===== src/rtl/sr_fetch_pkg.sv =====
// sr_fetch_pkg: shared types and constants for the fetch stage
package sr_fetch_pkg;
   typedef enum logic [1:0] {IDLE = 2'd0, RUN = 2'd1, FAULT = 2'd2} state_t;
   localparam int INSTR_W = 32;
   localparam int ENTRY_W = 2 * INSTR_W;
   localparam logic [31:0] PC_STEP = 32'd4;
endpackage


===== src/rtl/sr_fetch_fifo.sv =====
// sr_fetch_fifo: 2-entry skid buffer whose head is a register, so rd_data holds its last value when empty
module sr_fetch_fifo import sr_fetch_pkg::*; (
   input  logic               clk,
   input  logic               rst,
   input  logic               push,
   input  logic               pop,
   input  logic               flush,
   input  logic [ENTRY_W-1:0] wr_data,
   output logic [ENTRY_W-1:0] rd_data,
   output logic [1:0]         count
);
   logic [ENTRY_W-1:0] tail;
   always_ff @(posedge clk) begin
      if (rst) begin
         count <= 2'd0;
         rd_data <= '0;
         tail <= '0;
      end else if (flush) begin
         count <= 2'd0;
      end else begin
         count <= count + {1'b0, push} - {1'b0, pop};
         rd_data <= pop ? (count == 2'd2 ? tail : push ? wr_data : rd_data)
                        : (push && count == 2'd0 ? wr_data : rd_data);
         tail <= push && (pop ? count == 2'd2 : count == 2'd1) ? wr_data : tail;
      end
   end
endmodule


===== src/rtl/sr_fetch_unit.sv =====
// sr_fetch_unit: PC and fetch FSM driving the instruction ROM, buffering words for decode
module sr_fetch_unit import sr_fetch_pkg::*; #(
   parameter logic [31:0] RESET_PC  = 32'h0000_0000,
   parameter int          ROM_WORDS = 64
) (
   input  logic        clk,
   input  logic        rst,
   input  logic        fetch_enable,
   output logic [31:0] imem_addr,
   input  logic [31:0] imem_data,
   input  logic        redirect_valid,
   input  logic [31:0] redirect_pc,
   output logic        out_valid,
   output logic [31:0] out_instr,
   output logic [31:0] out_pc,
   input  logic        out_ready,
   output logic        fault
);
   localparam logic [31:0] ROM_LIM = ROM_WORDS;
   state_t state, state_nx;
   logic [31:0] pc, pc_nx;
   logic [1:0] count;
   logic pop, push, redir, misaligned, opp, oob;
   assign imem_addr = {2'b00, pc[31:2]};
   assign out_valid = count != 2'd0;
   assign fault = state == FAULT;
   assign pop = out_valid && out_ready;
   assign redir = redirect_valid && state != FAULT;
   assign misaligned = redirect_pc[1:0] != 2'b00;
   // a push opportunity with the PC past the ROM end faults instead of fetching
   assign opp = state == RUN && !redir && (count != 2'd2 || pop);
   assign oob = imem_addr >= ROM_LIM;
   assign push = opp && !oob;
   always_comb begin
      state_nx = state;
      pc_nx = pc;
      if (redir) begin
         state_nx = misaligned ? FAULT : state;
         pc_nx = misaligned ? pc : redirect_pc;
      end else if (opp && oob) begin
         state_nx = FAULT;
      end else begin
         pc_nx = push ? pc + PC_STEP : pc;
         state_nx = state == IDLE && fetch_enable ? RUN
                  : state == RUN && !fetch_enable ? IDLE : state;
      end
   end
   always_ff @(posedge clk) begin
      if (rst) begin
         state <= IDLE;
         pc <= RESET_PC;
      end else begin
         state <= state_nx;
         pc <= pc_nx;
      end
   end
   sr_fetch_fifo u_fifo (
      .clk(clk),
      .rst(rst),
      .push(push),
      .pop(pop),
      .flush(redir),
      .wr_data({pc, imem_data}),
      .rd_data({out_pc, out_instr}),
      .count(count)
   );
endmodule


===== config.mk =====
export PLATFORM = sky130hd
export DESIGN_NAME = sr_fetch_unit
export DESIGN_NICKNAME = d
export VERILOG_FILES = /design/src/rtl/sr_fetch_pkg.sv /design/src/rtl/sr_fetch_fifo.sv /design/src/rtl/sr_fetch_unit.sv
export SDC_FILE = /design/constraint.sdc
export NUM_CORES = 1
export LEC_CHECK = 0
export ABC_AREA = 1
export ABC_CLOCK_PERIOD_IN_PS = 2100
export BUFFER_PORTS_ARGS = -buffer_cell sky130_fd_sc_hd__buf_2
export CAP_MARGIN = 20
export CORE_MARGIN = 8
export CORE_UTILIZATION = 55
export CTS_CLUSTER_SIZE = 30
export DETAILED_ROUTE_END_ITERATION = 7
export GPL_TIMING_DRIVEN = 0
export PLACE_DENSITY = 0.8
export SLEW_MARGIN = 5
export SYNTH_ARGS = -nofsm -noshare
export SYNTH_HDL_FRONTEND = slang
export SYNTH_SLANG_ARGS = --single-unit

===== constraint.sdc =====
create_clock -name clk -period 2.1 [get_ports clk]
set_input_delay 0.21 -clock clk [delete_from_list [all_inputs] [get_ports clk]]
set_output_delay 0.21 -clock clk [all_outputs]
set_load 0.01 [all_outputs]

# Word-level counts from Yosys, hierarchy flattened
# Index checks and enable logic that the tools add are counted.
[classes]
mux = 14
order_cmp = 1
bitwise_logic = 1
n_shift = 0
addsub = 3
reduce_logical = 26
n_div = 0
multipliers = 0
n_eq_ne = 10
[ops]
columns = ["cell", "count"]
rows = [
  ["2-to-1 mux 64 bit", 4],
  ["2-to-1 mux 32 bit", 4],
  ["adder 32 x 3 -> 32 bit (second input constant)", 1],
  ["greater-or-equal comparator 30 x 7 -> 1 bit (second input constant)", 1],
  ["logical AND 1 bit", 10],
  ["2-to-1 mux 2 bit", 5],
  ["inequality test 2 bit (second input constant)", 4],
  ["nonzero test 2 bit", 4],
  ["AND reduction 3 bit", 2],
  ["equality test 2 x 1 -> 1 bit (second input constant)", 2],
  ["equality test 2 bit (second input constant)", 2],
  ["zero test 2 bit", 2],
  ["AND reduction 2 bit", 2],
  ["nonzero test 4 bit", 1],
  ["zero test 1 bit", 3],
  ["inequality test 3 x 1 -> 1 bit (second input constant)", 1],
  ["adder 2 x 1 -> 2 bit", 1],
  ["inequality test 2 x 1 -> 1 bit (second input constant)", 1],
  ["OR reduction 2 bit", 1],
  ["subtractor 2 x 1 -> 2 bit", 1],
  ["logical OR 1 bit", 1],
  ["2-to-1 mux 1 bit", 1],
  ["inverter 1 bit", 1],
]
[totals]
n_memories = 0
word_cells = 60
regBits = 164
rom_bits = 0
mem_bits_rw = 0
latchBits = 0

# Longest topological paths before layout
[logic_depth]
word_depth = 9
mapped_depth = 11
depth_no_buf = 11

# Hierarchy
# A second synthesis with hierarchy kept.
[hier_totals]
hier_cells = 1320
area_unflattened_um2 = 8469.4
[by_module_without_submodules]
columns = ["module", "instances", "area_each_um2", "cells_per_inst"]
rows = [
  ["sr_fetch_fifo", 1, 5921.9, 922],
  ["sr_fetch_unit", 1, 2547.4, 398],
]

# Worst setup path after synthesis
# Ideal clock, no wire load.
[synth_timing]
path_type = "flip-flop to flip-flop"
from = "reg pc[8]"
to = "reg u_fifo.rd_data[10]"
path_slack_ps = 507
path_stages_with_launch = 9
arrival_time_ps = 1450
n_path_buf = 1
cell_sequence = "dfxtp_1 > or2_0 > nor3_2 > nand3_2 > nand2_2 > nand2_2 > clkbuf_1 > nand2_1 > a21oi_2"
[synth_between]
elab_chain_cells = 6
elab_cells_between_ends = 7
classes_between = "order compare: 1; eq/ne: 1; reduce/logical: 5"
[synth_rtl]
columns = ["item", "line", "text"]
rows = [
  ["start, declared", "sr_fetch_unit.sv:21", "logic [31:0] pc, pc_nx;"],
  ["start signal, assigned", "sr_fetch_unit.sv:54", "pc <= pc_nx;"],
  ["greater-or-equal comparator 30 x 7 -> 1 bit *", "sr_fetch_unit.sv:32", "assign oob = imem_addr >= ROM_LIM;"],
  ["zero test 1 bit *", "sr_fetch_unit.sv:33", "assign push = opp && !oob;"],
  ["logical AND 1 bit *", "sr_fetch_unit.sv:33", ""],
  ["logical AND 1 bit", "sr_fetch_fifo.sv:23", ": (push && count == 2'd0 ? wr_data : rd_data);"],
  ["nonzero test 2 bit (no line)", "n/a", ""],
  ["AND reduction 3 bit (no line) *", "n/a", ""],
  ["end signal, assigned", "sr_fetch_fifo.sv:22", "rd_data <= pop ? (count == 2'd2 ? tail : push ? wr_data : rd_data)"],
  ["end, declared", "sr_fetch_fifo.sv:9", "output logic [ENTRY_W-1:0] rd_data,"],
]
# Every way passes the cells marked *; elsewhere a longest branch is shown, timed or not.
# A chain may end at the register's enable or synchronous reset.

# Worst setup path in the final report
[layout_timing]
from = "reg u_fifo.count[1]"
to = "reg u_fifo.rd_data[0]"
[layout_between]
elab_chain_cells = 8
elab_cells_between_ends = 14
classes_between = "eq/ne: 3; mux: 2; reduce/logical: 9"
[layout_rtl]
columns = ["item", "line", "text"]
rows = [
  ["start, declared", "sr_fetch_fifo.sv:10", "output logic [1:0] count"],
  ["start signal, assigned", "sr_fetch_fifo.sv:21", "count <= count + {1'b0, push} - {1'b0, pop};"],
  ["nonzero test 2 bit", "sr_fetch_unit.sv:25", "assign out_valid = count != 2'd0;"],
  ["logical AND 1 bit", "sr_fetch_unit.sv:27", "assign pop = out_valid && out_ready;"],
  ["logical OR 1 bit", "sr_fetch_unit.sv:31", "assign opp = state == RUN && !redir && (count != 2'd2 || pop);"],
  ["logical AND 1 bit", "sr_fetch_unit.sv:31", ""],
  ["logical AND 1 bit", "sr_fetch_unit.sv:33", ""],
  ["logical AND 1 bit", "sr_fetch_fifo.sv:23", ""],
  ["nonzero test 2 bit (no line)", "n/a", ""],
  ["AND reduction 3 bit (no line)", "n/a", ""],
]
# Several ways; a longest one is shown, not always the timed one.

==> reports/metrics.cfg <==
[sta]
max_freq_ghz=0.489
min_period_ps=2050
finalSetupViolCount=0
timing.final.ws_setup_ps=54.6
setup_tns_ps=0
rsz0062_at_grt=yes
skew_ps=11.5
hold_violations=0
maxSlewViolCount=0
timing.slew.headroom=0.523
tightestPinTransition_ps=716
finalCritPeriodShare=0.974

[synth]
syn_inst=1177
netlist_area_mm2=0.00815
ys_types=36
ys_ff_latch=164
async_flop_share=0
yosysTopAreaCellShare=0.403
yosysWarnings=0
seq_area_frac_synth=0.403
yosysTopAreaCell=dfxtp_1
syn_area_per_cell_um2=6.92
synth_area_leaders=dfxtp_1 40%, nand2_1 14%, nor2_1 7.0%, nand3_1 6.6%, a21oi_1 4.5%
ys.flop_type=dfxtp_1
synth-edff-count=0

[die]
core_area_mm2=0.0145
dieArea_mm2=0.0190
die_y_um=138
ios=167
dieWidth_um=138
placementRows=44
initial_core_util=0.561

[placement]
portBuffers=164
post-place-cells=1526
dp_slack_ps=-6.36
dp_hpwl_mm=18.3
gp_congestion=0.940

[critical_path]
critPathTopFamily=buffers and inverters
crit_slowest_cell=clkbuf_1
path_common_cell=nand2_1
slowest_delay_ps=490
required_ps=2470
critPathArrivalTime_ps=2410
crit_chain=inv_1 > nor2_1 > nand2_1 > clkbuf_1 > clkbuf_1 > nand2_1 > nand2_1 > nand3_1 > a21oi_1
cp-end-kind=register
critical_path.max_fanout=10
worst-path-buf-inv=3
start_kind=register
crit_type=reg2reg

[route]
via_per_inst=5.40
drtIter0Drc=653
wire_per_inst_um=15.8
dr.pass1.iters=6
ant_nets=0
vias=8410
routed_wirelength_mm=24.7
drc_errors=0

[run_status]
status=completed

[clock_network]
clock_latency_ps=440
clk_pin_slew_worst_paths_ps=70
clock_sinks=164
h-tree-depth=4
postCtsHoldBufs=0
cts_made_buffers=17
tritoncts=yes
clockBufferDepth=2
cts-root-buf=clkbuf_16
cts_setup_buffers=0

[finish]
num-fill-cells=1367
fin_nets=1434
drive_above_1_share=0.241
area_delta_synth_final_pct=20.1
stdcell_count=1557
utilization=0.673
num_antenna_cells=0

[global_routing]
overflow=0
grt_antenna_before_repair=2
grt_use_total=0.257
grt_pass1_wl_mm=38.5
grt_max_degree=17
grt_pass1_vias=7879

[pwr]
ir_worst_vdd_v=0.000610
power_w=0.00699
power-per-cell-area_mw_per_mm2=715
leakagePower_nw=4.31

[min_path]
hp-class=in2reg

[job]
drv_cap=0

per-stage QoR:
step / hold WS, ps / cell area [um2]
final: 12.2 / 9780
after detailed placement: 430 / 9200
after floorplan: 345 / 8150
after CTS: 13.3 / 9770
after global routing: 24.2 / 9780
after global placement: 425 / 9200
path summary, 6_finish.rpt:
check / startpoint / to / slack, ps / cells past startpoint
worst max-delay path: u_fifo.count[1] / u_fifo.rd_data[0] / 50 / 9
worst min-delay path: redirect_pc[11] / pc[11] / 10 / 3
worst min register to register: u_fifo.tail[59] / u_fifo.tail[59] / 440 / 2
worst max register to register: u_fifo.count[1] / u_fifo.rd_data[0] / 50 / 9
worst min-delay path, cell delays in order:
cell     delay [ps]
buf_2            80
a21oi_1          50
nor2_1           70
power by group:
group / switching, W / internal, W / total, W
Clock: 0.00131 / 0.00169 / 0.00300
Sequential: 0.0000776 / 0.00316 / 0.00323
Combinational: 0.000475 / 0.000282 / 0.000757
Total: 0.00187 / 0.00513 / 0.00699
layer usage:
metal	vias to the layer above	part of all wire	global-route usage
li1	4138	-	-
met1	3869	0.43	0.321
met2	351	0.47	0.419
met3	48	0.088	0.0744
met4	4	0.018	0.0758
met5	-	0.00093	0
cell usage in the layout (no fill, tap or decap), types with 2 or more instances in the layout:
cell	n
a21oi_1	72
a21oi_2	21
and3_1	2
buf_1	3
buf_2	176
buf_4	42
buf_6	7
clkbuf_1	41
clkbuf_16	17
clkbuf_2	4
clkbuf_4	2
clkbuf_8	2
clkinv_2	3
clkinvlp_4	5
conb_1	2
dfxtp_1	163
ha_1	4
inv_1	67
inv_2	2
nand2_1	296
nand2_2	2
nand3_1	107
nand3_2	31
nand4_1	5
nor2_1	151
nor2_2	2
nor3_1	26
o211a_1	4
o211ai_1	4
o21ai_0	47
o21ai_1	37
o22ai_1	2
or2_2	9
xor2_1	3
Yosys cell counts (all sizes together), types with 2 or more instances:
cell type and count:
nor2 153, and3 2, or2 11, clkbuf 45, buf 66, o211a 4
xor2 3, inv 69, a21oi 93, dfxtp 164, o22ai 2, nand2 298
o211ai 4, nor3 27, ha 4, nand4 5, o21ai 84, nand3 138
final cells by class:
type | instances | area, um2 | area share
plain buffers | 111 | 666 | 0.0680
clock buffers | 20 | 457 | 0.0467
clock inverters | 11 | 103 | 0.0105
inverters | 69 | 259 | 0.0265
multi-input cells | 834 | 3970 | 0.405
flip-flops and latches | 164 | 3280 | 0.336
well taps | 184 | 230 | 0.0235
repair buffers | 164 | 821 | 0.0839
flip-flops by register name, summed over array words and instances (netlist names):
| signal | count |
|---|---|
| u_fifo.rd_data | 64 |
| u_fifo.tail | 64 |
| pc | 32 |
| state | 2 |
| u_fifo.count | 2 |
what timing repair did:
action,4_1_cts,5_1_grt
resized for setup,1,18
endpoints found under the hold margin,0,0
endpoints found under the setup margin,2,108
gates cloned,0,0
cell families after synthesis:
kind of cell / after synthesis / share of synthesized area
and+or+nand+nor: 635 / 0.344
AOI/OAI and AO/OA: 188 / 0.129
buffers and inverters: 180 / 0.112
DFF: 164 / 0.403
adders and majority gates: 4 / 0.00614
xor gates and xnor gates: 4 / 0.00430
other: 1 / 0.000460
muxes: 1 / 0.00123
Power figures use the tool's default switching activity.
